**src/rtl/mips_pkg.sv**
```systemverilog
// Shared encodings for the execute stage: funct codes, ALU-op and forwarding
// select codes, ALU control values and the mul/div sequencer states.
package mips_pkg;

    localparam logic [5:0] FUNCT_ADD   = 6'h20;
    localparam logic [5:0] FUNCT_SUB   = 6'h22;
    localparam logic [5:0] FUNCT_AND   = 6'h24;
    localparam logic [5:0] FUNCT_OR    = 6'h25;
    localparam logic [5:0] FUNCT_NOR   = 6'h27;
    localparam logic [5:0] FUNCT_SLT   = 6'h2A;
    localparam logic [5:0] FUNCT_MFHI  = 6'h10;
    localparam logic [5:0] FUNCT_MFLO  = 6'h12;
    localparam logic [5:0] FUNCT_MULT  = 6'h18;
    localparam logic [5:0] FUNCT_MULTU = 6'h19;
    localparam logic [5:0] FUNCT_DIV   = 6'h1A;
    localparam logic [5:0] FUNCT_DIVU  = 6'h1B;

    localparam logic [1:0] ALU_OP_ADD   = 2'b00;
    localparam logic [1:0] ALU_OP_SUB   = 2'b01;
    localparam logic [1:0] ALU_OP_FUNCT = 2'b10;
    localparam logic [1:0] ALU_OP_RSVD  = 2'b11;

    localparam logic [1:0] FWD_REG   = 2'b00;
    localparam logic [1:0] FWD_MEMWB = 2'b01;
    localparam logic [1:0] FWD_EXMEM = 2'b10;
    localparam logic [1:0] FWD_ZERO  = 2'b11;

    typedef enum logic [3:0] {
        ALU_CTL_ADD,
        ALU_CTL_SUB,
        ALU_CTL_AND,
        ALU_CTL_OR,
        ALU_CTL_NOR,
        ALU_CTL_SLT,
        ALU_CTL_MFHI,
        ALU_CTL_MFLO,
        ALU_CTL_MULDIV,
        ALU_CTL_ZERO
    } alu_ctl_e;

    typedef enum logic [1:0] {
        IDLE,
        CALC,
        FIX
    } muldiv_state_e;

    // Maps the ALU-op field plus funct onto a single ALU control value.
    function automatic alu_ctl_e alu_decode(input logic [1:0] alu_op, input logic [5:0] funct);
        alu_ctl_e ctl;
        ctl = ALU_CTL_ZERO;
        case (alu_op)
            ALU_OP_ADD: ctl = ALU_CTL_ADD;
            ALU_OP_SUB: ctl = ALU_CTL_SUB;
            ALU_OP_FUNCT: begin
                case (funct)
                    FUNCT_ADD:   ctl = ALU_CTL_ADD;
                    FUNCT_SUB:   ctl = ALU_CTL_SUB;
                    FUNCT_AND:   ctl = ALU_CTL_AND;
                    FUNCT_OR:    ctl = ALU_CTL_OR;
                    FUNCT_NOR:   ctl = ALU_CTL_NOR;
                    FUNCT_SLT:   ctl = ALU_CTL_SLT;
                    FUNCT_MFHI:  ctl = ALU_CTL_MFHI;
                    FUNCT_MFLO:  ctl = ALU_CTL_MFLO;
                    FUNCT_MULT,
                    FUNCT_MULTU,
                    FUNCT_DIV,
                    FUNCT_DIVU:  ctl = ALU_CTL_MULDIV;
                    default:     ctl = ALU_CTL_ZERO;
                endcase
            end
            default: ctl = ALU_CTL_ZERO;
        endcase
        return ctl;
    endfunction

endpackage

```
**src/rtl/muldiv_iter.sv**
```systemverilog
// Iterative multiply/divide unit: one radix-2 shift-add or restoring
// shift-subtract step per cycle on magnitudes, then a sign fix-up in FIX.
// Assumes WIDTH >= 2.
module muldiv_iter
    import mips_pkg::*;
#(
    parameter int WIDTH = 32
) (
    input  logic             clk_i,
    input  logic             reset_i,
    input  logic             start_i,
    input  logic             signed_i,
    input  logic             is_div_i,
    input  logic [WIDTH-1:0] a_i,
    input  logic [WIDTH-1:0] b_i,
    output logic             busy_o,
    output logic             done_o,
    output logic [WIDTH-1:0] hi_o,
    output logic [WIDTH-1:0] lo_o
);

    localparam int CNT_W = $clog2(WIDTH);

    muldiv_state_e          state_q, state_d;
    logic [CNT_W-1:0]       cnt_q, cnt_d;
    logic [2*WIDTH-1:0]     acc_q, acc_d;
    logic [WIDTH-1:0]       opb_q, opb_d;
    logic [WIDTH-1:0]       a_orig_q, a_orig_d;
    logic                   signed_q, signed_d;
    logic                   is_div_q, is_div_d;
    logic                   neg_a_q, neg_a_d;
    logic                   neg_b_q, neg_b_d;
    logic                   div0_q, div0_d;

    logic [WIDTH-1:0]       mag_a, mag_b, mul_addend;
    logic [WIDTH:0]         mul_sum;
    logic [WIDTH+1:0]       div_diff;
    logic [2*WIDTH-1:0]     prod_neg;
    logic [WIDTH-1:0]       quot, rem;

    assign mag_a = (signed_i && a_i[WIDTH-1]) ? (~a_i + 1'b1) : a_i;
    assign mag_b = (signed_i && b_i[WIDTH-1]) ? (~b_i + 1'b1) : b_i;

    assign mul_addend = acc_q[0] ? opb_q : {WIDTH{1'b0}};
    assign mul_sum    = {1'b0, acc_q[2*WIDTH-1:WIDTH]} + {1'b0, mul_addend};
    assign div_diff   = {1'b0, acc_q[2*WIDTH-1:WIDTH-1]} - {2'b00, opb_q};

    // Sequencer state and datapath registers, cleared synchronously.
    always_ff @(posedge clk_i) begin
        if (reset_i) begin
            state_q  <= IDLE;
            cnt_q    <= '0;
            acc_q    <= '0;
            opb_q    <= '0;
            a_orig_q <= '0;
            signed_q <= 1'b0;
            is_div_q <= 1'b0;
            neg_a_q  <= 1'b0;
            neg_b_q  <= 1'b0;
            div0_q   <= 1'b0;
        end else begin
            state_q  <= state_d;
            cnt_q    <= cnt_d;
            acc_q    <= acc_d;
            opb_q    <= opb_d;
            a_orig_q <= a_orig_d;
            signed_q <= signed_d;
            is_div_q <= is_div_d;
            neg_a_q  <= neg_a_d;
            neg_b_q  <= neg_b_d;
            div0_q   <= div0_d;
        end
    end

    // Next state: latch operands on start, step WIDTH times, then one FIX cycle.
    always_comb begin
        state_d  = state_q;
        cnt_d    = cnt_q;
        acc_d    = acc_q;
        opb_d    = opb_q;
        a_orig_d = a_orig_q;
        signed_d = signed_q;
        is_div_d = is_div_q;
        neg_a_d  = neg_a_q;
        neg_b_d  = neg_b_q;
        div0_d   = div0_q;
        case (state_q)
            IDLE: begin
                if (start_i) begin
                    acc_d    = {{WIDTH{1'b0}}, mag_a};
                    opb_d    = mag_b;
                    a_orig_d = a_i;
                    signed_d = signed_i;
                    is_div_d = is_div_i;
                    neg_a_d  = signed_i && a_i[WIDTH-1];
                    neg_b_d  = signed_i && b_i[WIDTH-1];
                    div0_d   = (b_i == {WIDTH{1'b0}});
                    cnt_d    = CNT_W'(WIDTH - 1);
                    state_d  = CALC;
                end
            end
            CALC: begin
                if (is_div_q) begin
                    if (div_diff[WIDTH+1]) begin
                        acc_d = {acc_q[2*WIDTH-2:0], 1'b0};
                    end else begin
                        acc_d = {div_diff[WIDTH-1:0], acc_q[WIDTH-2:0], 1'b1};
                    end
                end else begin
                    acc_d = {mul_sum, acc_q[WIDTH-1:1]};
                end
                if (cnt_q == '0) begin
                    state_d = FIX;
                end else begin
                    cnt_d = cnt_q - CNT_W'(1);
                end
            end
            FIX: begin
                state_d = IDLE;
            end
            default: begin
                state_d = IDLE;
            end
        endcase
    end

    assign prod_neg = ~acc_q + 1'b1;
    assign quot     = acc_q[WIDTH-1:0];
    assign rem      = acc_q[2*WIDTH-1:WIDTH];

    // Sign fix-up of the magnitude result; divide-by-zero bypasses it.
    always_comb begin
        hi_o = rem;
        lo_o = quot;
        if (!is_div_q) begin
            if (neg_a_q ^ neg_b_q) begin
                {hi_o, lo_o} = prod_neg;
            end else begin
                {hi_o, lo_o} = acc_q;
            end
        end else if (div0_q) begin
            hi_o = a_orig_q;
            lo_o = {WIDTH{1'b1}};
        end else begin
            lo_o = (neg_a_q ^ neg_b_q) ? (~quot + 1'b1) : quot;
            hi_o = neg_a_q ? (~rem + 1'b1) : rem;
        end
    end

    assign busy_o = (state_q == CALC);
    assign done_o = (state_q == FIX);

endmodule

```
**src/rtl/ex_stage_muldiv.sv**
```systemverilog
// Execute stage: operand forwarding, ALU-source mux, ALU, result mux and the
// architectural HI/LO registers fed by the iterative mul/div unit.
module ex_stage_muldiv
    import mips_pkg::*;
#(
    parameter int WIDTH     = 32,
    parameter bit MULDIV_EN = 1'b1
) (
    input  logic             clk,
    input  logic             reset,
    input  logic             id_ex_valid,
    input  logic [31:0]      id_ex_instr,
    input  logic [WIDTH-1:0] reg1,
    input  logic [WIDTH-1:0] reg2,
    input  logic [WIDTH-1:0] id_ex_imm_value,
    input  logic [WIDTH-1:0] ex_mem_alu_result,
    input  logic [WIDTH-1:0] mem_wb_write_back_result,
    input  logic             id_ex_alu_src,
    input  logic [1:0]       id_ex_alu_op,
    input  logic [1:0]       Forward_A,
    input  logic [1:0]       Forward_B,
    output logic [WIDTH-1:0] alu_in2_out,
    output logic [WIDTH-1:0] alu_result,
    output logic             stall
);

    logic [5:0]       funct;
    logic [WIDTH-1:0] op_a, fwd_b, op_b;
    alu_ctl_e         alu_ctl;
    logic             is_muldiv;
    logic             md_start, md_busy, md_done;
    logic [WIDTH-1:0] hi_q, lo_q;
    logic             unused_instr_bits;

    assign funct             = id_ex_instr[5:0];
    assign unused_instr_bits = ^id_ex_instr[31:6];
    assign alu_ctl           = alu_decode(id_ex_alu_op, funct);
    assign is_muldiv         = (alu_ctl == ALU_CTL_MULDIV);

    // Operand A forwarding mux.
    always_comb begin
        case (Forward_A)
            FWD_REG:   op_a = reg1;
            FWD_MEMWB: op_a = mem_wb_write_back_result;
            FWD_EXMEM: op_a = ex_mem_alu_result;
            default:   op_a = '0;
        endcase
    end

    // Operand B forwarding mux; its output is also the store data.
    always_comb begin
        case (Forward_B)
            FWD_REG:   fwd_b = reg2;
            FWD_MEMWB: fwd_b = mem_wb_write_back_result;
            FWD_EXMEM: fwd_b = ex_mem_alu_result;
            default:   fwd_b = '0;
        endcase
    end

    assign alu_in2_out = fwd_b;
    assign op_b        = id_ex_alu_src ? id_ex_imm_value : fwd_b;

    generate
        if (MULDIV_EN) begin : g_muldiv
            logic             md_signed, md_is_div;
            logic [WIDTH-1:0] md_hi, md_lo;

            assign md_signed = (funct == FUNCT_MULT) || (funct == FUNCT_DIV);
            assign md_is_div = (funct == FUNCT_DIV) || (funct == FUNCT_DIVU);
            // A muldiv already in CALC or FIX is the one being executed, never a new issue.
            assign md_start  = id_ex_valid && is_muldiv && !md_busy && !md_done;

            muldiv_iter #(
                .WIDTH (WIDTH)
            ) u_muldiv (
                .clk_i    (clk),
                .reset_i  (reset),
                .start_i  (md_start),
                .signed_i (md_signed),
                .is_div_i (md_is_div),
                .a_i      (op_a),
                .b_i      (fwd_b),
                .busy_o   (md_busy),
                .done_o   (md_done),
                .hi_o     (md_hi),
                .lo_o     (md_lo)
            );

            // HI/LO capture the fixed-up result at the edge that ends FIX.
            always_ff @(posedge clk) begin
                if (reset) begin
                    hi_q <= '0;
                    lo_q <= '0;
                end else if (md_done) begin
                    hi_q <= md_hi;
                    lo_q <= md_lo;
                end
            end
        end else begin : g_no_muldiv
            logic unused_md_inputs;
            assign unused_md_inputs = ^{clk, reset, id_ex_valid, is_muldiv};
            assign md_start = 1'b0;
            assign md_busy  = 1'b0;
            assign md_done  = 1'b0;
            assign hi_q     = '0;
            assign lo_q     = '0;
        end
    endgenerate

    assign stall = md_start || md_busy;

    // Result mux; a stalled cycle sends a zero bubble into EX/MEM.
    always_comb begin
        alu_result = '0;
        if (!stall) begin
            case (alu_ctl)
                ALU_CTL_ADD:  alu_result = op_a + op_b;
                ALU_CTL_SUB:  alu_result = op_a - op_b;
                ALU_CTL_AND:  alu_result = op_a & op_b;
                ALU_CTL_OR:   alu_result = op_a | op_b;
                ALU_CTL_NOR:  alu_result = ~(op_a | op_b);
                ALU_CTL_SLT:  alu_result = {{(WIDTH-1){1'b0}}, ($signed(op_a) < $signed(op_b))};
                ALU_CTL_MFHI: alu_result = hi_q;
                ALU_CTL_MFLO: alu_result = lo_q;
                default:      alu_result = '0;
            endcase
        end
    end

endmodule

```
**config.mk**
```make
export PLATFORM = sky130hd
export DESIGN_NAME = ex_stage_muldiv
export DESIGN_NICKNAME = d
export VERILOG_FILES = /design/src/rtl/mips_pkg.sv /design/src/rtl/muldiv_iter.sv /design/src/rtl/ex_stage_muldiv.sv
export SDC_FILE = /design/constraint.sdc
export NUM_CORES = 1
export LEC_CHECK = 0
export ABC_CLOCK_PERIOD_IN_PS = 10350
export CORE_MARGIN = 2
export CORE_UTILIZATION = 35
export CTS_BUF_LIST = sky130_fd_sc_hd__clkbuf_8 sky130_fd_sc_hd__clkbuf_16
export CTS_CLUSTER_DIAMETER = 50
export CTS_CLUSTER_SIZE = 20
export DETAILED_ROUTE_END_ITERATION = 16
export PLACE_DENSITY = 0.5
export SLEW_MARGIN = 40
export SYNTH_ARGS = -nofsm -noshare
export SYNTH_HDL_FRONTEND = slang
export SYNTH_HIERARCHICAL = 1
export SYNTH_SLANG_ARGS = --single-unit
```
**constraint.sdc**
```tcl
create_clock -name clk -period 10.35 [get_ports clk]
set_input_delay 3.105 -clock clk [delete_from_list [all_inputs] [get_ports clk]]
set_output_delay 3.105 -clock clk [all_outputs]
set_load 0.03 [all_outputs]
```
==> Word-level counts from Yosys, hierarchy flattened <==
Cells that the tools add are included.
{ "totals": {"register_bits": 203, "latch_bits": 0, "ram_bits": 0, "romBits": 0, "out_inout_bits": 65, "word_cells": 113, "mem_count": 0} }
{ "op_classes": {"add_sub_neg": 10, "multipliers": 0, "div": 0, "order_cmp": 1, "n_eq_ne": 31, "shift": 0, "muxes": 28, "bitwise_logic": 9, "n_reduce_logical": 23} }
{ "ops": {"columns": ["op", "count"], "rows": [
  ["$mux W32", 13],
  ["$pmux W32 S8", 1],
  ["$mux W64", 3],
  ["$pmux W32 S3", 2],
  ["$not A32 Y32", 5],
  ["$add A32 B1 Y32 const B", 4],
  ["$pmux W64 S2", 1],
  ["$add A64 B1 Y64 const B", 1],
  ["$not A64 Y64", 1],
  ["$eq A6 B5 Y1 const B", 6],
  ["$eq A6 B6 Y1 const B", 6],
  ["$pmux W4 S9", 1],
  ["$sub A33 B32 Y34", 1],
  ["$add A32 B32 Y33", 1],
  ["$add A32 B32 Y32", 1],
  ["$and A32 B32 Y32", 1],
  ["$logic_not A32 Y1", 1],
  ["$lt A32 B32 Y1", 1],
  ["$or A32 B32 Y32", 1],
  ["$sub A32 B32 Y32", 1],
  ["$eq A4 B3 Y1 const B", 4],
  ["$pmux W4 S3", 1],
  ["$mux W5", 2],
  ["$pmux W5 S2", 1],
  ["other kinds (21)", 42]
]} }

==> Logic depth before layout (Yosys ltp) <==
{ "logic_depth": {"ltp_word": 10, "depth_mapped": 18, "mapped_depth_nobuf": 15} }

==> Hierarchy <==
The synthesis kept the hierarchy.
{ "modules_own_cells": {"columns": ["mod", "n_inst", "cells_each", "area_per_inst_um2"], "rows": [
  ["muldiv_iter", 1, 1874, 13352.8],
  ["ex_stage_muldiv", 1, 1368, 9968.3]
]} }

==> Worst setup path before layout <==
Ideal clock, no wire load.
{ "synth_timing": {"kind": "input -> output", "from": "in Forward_B[0]", "to": "out alu_result[29]", "arrival_ns": 7.939, "path_slack_ns": -0.694, "path_stages": 15, "n_path_buf": 2, "path_cell_list": "clkbuf_1 > clkbuf_1 > mux2i_1 > o21ai_0 > mux2i_1 > ha_1 > nor2b_1 > nor3_1 > nand2b_1 > a22oi_1 > o311ai_1 > a221oi_2 > a21oi_1 > or3_1 > a31oi_1"} }
{ "synth_lines": {"columns": ["item", "line_no", "rtl"], "rows": [
  ["start, declared", "ex_stage_muldiv.sv:21", "input logic [1:0] Forward_B,"],
  ["$eq A2 B2 Y1 (tied with other cells)", "ex_stage_muldiv.sv:52", "case (Forward_B)"],
  ["$pmux W32 S3 (*)", "ex_stage_muldiv.sv:52", null],
  ["net alu_in2_out[4]", "ex_stage_muldiv.sv:22", "output logic [WIDTH-1:0] alu_in2_out,"],
  ["$mux W32 (*)", "ex_stage_muldiv.sv:61", "assign op_b = id_ex_alu_src ? id_ex_imm_value : fwd_b;"],
  ["$sub A32 B32 Y32 or $add A32 B32 Y32 (tied branches)", "ex_stage_muldiv.sv:118, ex_stage_muldiv.sv:117", null],
  ["$pmux W32 S8 (*)", "ex_stage_muldiv.sv:116", "case (alu_ctl)"],
  ["$mux W32 (*)", "ex_stage_muldiv.sv:115", "if (!stall) begin"],
  ["end, declared", "ex_stage_muldiv.sv:23", "output logic [WIDTH-1:0] alu_result,"]
]} }
Mark *: on every way through the listed nets, which the timed path passes. The rest lies on a longest branch.

==> Worst setup path after layout <==
{ "layout_timing": {"from": "in mem_wb_write_back_result[8]", "to": "out alu_result[29]"} }
{ "layout_between": {"elab_chain_len": 5} }
{ "layout_lines": {"columns": ["item", "line_no", "rtl"], "rows": [
  ["start, declared", "ex_stage_muldiv.sv:17", "input logic [WIDTH-1:0] mem_wb_write_back_result,"],
  ["$pmux W32 S3", "ex_stage_muldiv.sv:52", null],
  ["$mux W32", "ex_stage_muldiv.sv:61", null],
  ["$sub A32 B32 Y32 or $add A32 B32 Y32 (tied branches)", "ex_stage_muldiv.sv:118, ex_stage_muldiv.sv:117", null],
  ["$pmux W32 S8 (*)", "ex_stage_muldiv.sv:116", null],
  ["$mux W32 (*)", "ex_stage_muldiv.sv:115", null]
]} }
Every way passes the cells marked *; elsewhere a longest branch is shown, timed or not.

==> results.sh <==
export IMPL_status="finished clean"
export IMPL_rows=94
export IMPL_fin_crit_sh_pct=99.5
export IMPL_routedWlPerCell_um=24.9
export IMPL_fp_dieW_um=262
export IMPL_crit_path_start_kind="primary input"
export IMPL_grt_pass1_wl_um=164000
export IMPL_max_freq_mhz=97.1
export IMPL_netlist_instances=3242
export IMPL_cap_violations=0
export IMPL_yosys_warnings=6
export IMPL_sw_frac_of_total_pct=39.8
export IMPL_clk_pin_slew_worst_paths_ns=0.06
export IMPL_htree_levels=1
export IMPL_leakage_nw=12.5
export IMPL_ys_seq_area_share_pct=17.4
export IMPL_fin_util_pct=46.1
export IMPL_synth_area_mm2=0.0233
export IMPL_met3_usage_pct=3.47
export IMPL_syn_area_per_cell_um2=7.19
export IMPL_met2_usage_pct=51.9
export IMPL_grt_busiest_layer="met2"
export IMPL_dpl_hpwl_um=91500
export IMPL_finalWeightedCongestion=1.04
export IMPL_synth_seq_cells=203
export IMPL_cp_arrival_ns=7.19
export IMPL_cts_max_path_buffers=3
export IMPL_root_buffer="clkbuf_16"
export IMPL_grt_max_degree=94
export IMPL_numCtsBuffers=25
export IMPL_yosysTopAreaCell="dfxtp_1"
export IMPL_via_per_inst=5.83
export IMPL_num_vias=26600
export IMPL_dp_cells=4495
export IMPL_seqPwrFrac_pct=24.7
export IMPL_dr_pass1_iters=6
export IMPL_crit_required_ns=7.25
export IMPL_numClockSinks=203
export IMPL_dieArea_mm2=0.0687
export IMPL_synthTopCellsByCount="nor2_1 (359), nand2_1 (350), a21oi_1 (285)"
export IMPL_ys_types=104
export IMPL_synth_edf_count=0
export IMPL_worstMarginPinSlew_ns=0.910
export IMPL_wl_um=113000
export IMPL_worstSetupEndpointType="output pin"
export IMPL_layout_nets=4056
export IMPL_final_hold_viol_count=0
export IMPL_stdcell_count=4552
export IMPL_overflow=0
export IMPL_cp_max_fo=4
export IMPL_synthToLayoutAreaGrowth_pct=30.3
export IMPL_met1_usage_pct=43.4
export IMPL_grt_pass1_vias=25300
export IMPL_yosysTopAreaCellShare_pct=17.4
export IMPL_yosys_most_used_dff="dfxtp_1"
export IMPL_hold_class="reg -> reg"
export IMPL_setup_viol=0
export IMPL_p_switching_mw=1.32
export IMPL_vdd_drop_max_v=0.000116
export IMPL_syn_nets=3629
export IMPL_io_buffers=240
export IMPL_cts_tree="done"
export IMPL_power_frac_comb_pct=46.8
export IMPL_drtAntennaViolNets=0
export IMPL_io_pins=267
export IMPL_drc=0
export IMPL_yosys_top_cells_area="dfxtp_1 (17%), mux2i_1 (10%), ha_1 (9.7%), a21oi_1 (6.1%), nor2_1 (5.8%)"
export IMPL_p_int_mw=1.99
export IMPL_core_mm2=0.0659
export IMPL_period_needed_ns=10.30
export IMPL_grt_use_total_pct=31.8
export IMPL_antenna_found_initial=5
export IMPL_fin_skew_ns=0.0253
export IMPL_critical_path_class="in -> out"
export IMPL_drive_above_1_share_pct=16.1
export IMPL_clkLatencyLatePin_ns=0.57
export IMPL_yosysMostFrequentCell="nor2_1"
export IMPL_die_height_um=262
export IMPL_powerDensity_mw_per_mm2=109
export IMPL_max_slew_margin_pct=39.0
export IMPL_p_clk_share_pct=28.5
export IMPL_initial_core_util_pct=35.4
export IMPL_drtIter0Drc=2381
export IMPL_slew_viol_final=0
export IMPL_hold_buffers=0
export IMPL_synth_async_reset_ratio_pct=0
-- repair_timing --
item | CTS | global route
buffers inserted | 7 | 5
pin swaps | 19 | 24
setup endpoints to repair | 17 | 14
resized for setup | 63 | 35
-- per-layer routing --
layer	vias to the layer above	part of all wire, %
met5	-	0.048
met4	8	3.9
met3	192	6.2
met2	1059	45
met1	12800	44
li1	12500	-
-- critical path: stages --
cell and delay [ns]:
clkdlybuf4s50_1 0.56, mux2i_1 0.12, o21ai_2 0.27, mux2i_1 0.12, buf_4 0.18, buf_4 0.14
ha_1 0.29, buf_4 0.13, inv_2 0.03, a21oi_1 0.11, o31ai_1 0.12, a22oi_2 0.33
o311ai_1 0.14, buf_4 0.19, a221oi_4 0.34, a21oi_1 0.12, or3_1 0.31, a31oi_1 0.24
buf_4 0.18, buf_4 0.16
-- power groups by stage --
stage          combinational [mW]  sequential, mW  clock (mW)
3_3_place_gp                 1.47           0.835           0
5_1_grt                      1.64           0.821       0.986
6_report                     1.55           0.819       0.945
2_1_floorplan               0.788           0.826           0
4_1_cts                      1.51           0.818       0.961
3_5_place_dp                 1.47           0.836           0
-- area by class of cell --
class / instances / area (µm²)
clock inverter: 17 / 219
tap: 864 / 1080
timing repair buffer: 622 / 5470
antenna: 1 / 2.50
sequential: 203 / 4070
clock buffer: 28 / 667
fill: 6752 / 35500
multi-input combinational: 2654 / 18300
inverter: 163 / 612
-- metrics by stage --
stage	worst slack (ns)	setup TNS (ns)	instance area (µm²)	power [mW]	hold WS, ns
CTS	-0.0511	-0.0750	30200	3.29	0.457
detailed placement	-0.759	-5.03	29000	2.31	0.448
floorplan	-0.0464	-0.0464	23400	1.61	0.432
global route	-0.0134	-0.0134	30400	3.45	0.470
finish	0.0508	0	30400	3.31	0.455
global placement	-0.804	-5.19	29000	2.30	0.445
-- placed cells by master (no fill, tap or decap), drive strengths merged, types with 27 or more instances in the layout --
cell and n:
buf 417, nor2 362, nand2 350, a21oi 286, mux2i 242, o21ai 205, dfxtp 203, clkdlybuf4s50 195
ha 181, inv 169, xnor2 139, a211oi 99, xor2 84, nor3 58, nand3 55, a31oi 41
o21a 40, a22oi 34, a221oi 34, a21o 32, o31ai 29, or3 28, clkbuf 28, o211ai 27
-- logic make-up (layout without fill, tap and decap cells) --
kind of cell	Yosys count	count (layout)	synth area share [%]
XOR/XNOR	223	223	8.37
other	0	1	0
buffers and inverters	385	830	6.43
flip-flops	203	203	17.4
AND/OR/NAND/NOR	1027	1027	20.0
AO/OA/AOI/OAI	973	973	27.1
adder cells (fa/ha/maj)	185	185	10.1
multiplexers	246	246	10.6
-- flip-flops by register name (all words and copies together) (netlist names) --
register and flops:
g_muldiv.u_muldiv/cnt_q 5, g_muldiv.u_muldiv/a_orig_q 32, g_muldiv.u_muldiv/acc_q 64, g_muldiv.u_muldiv/neg_b_q 1, g_muldiv.u_muldiv/div0_q 1, hi_q 32
lo_q 32, g_muldiv.u_muldiv/state_q 2, g_muldiv.u_muldiv/is_div_q 1, g_muldiv.u_muldiv/neg_a_q 1, g_muldiv.u_muldiv/opb_q 32
-- final timing paths --
| path | start | endpoint | slack (ns) | cells after the start |
|---|---|---|---|---|
| worst max-delay path | mem_wb_write_back_result[8] | alu_result[29] | 0.05 | 20 |
| worst min-delay path | g_muldiv.u_muldiv/a_orig_q[19] | g_muldiv.u_muldiv/a_orig_q[19] | 0.46 | 2 |
| worst max register to register | g_muldiv.u_muldiv/acc_q[10] | hi_q[21] | 5.78 | 10 |
| worst min register to register | g_muldiv.u_muldiv/a_orig_q[19] | g_muldiv.u_muldiv/a_orig_q[19] | 0.46 | 2 |
(Power assumes the default switching activity.)
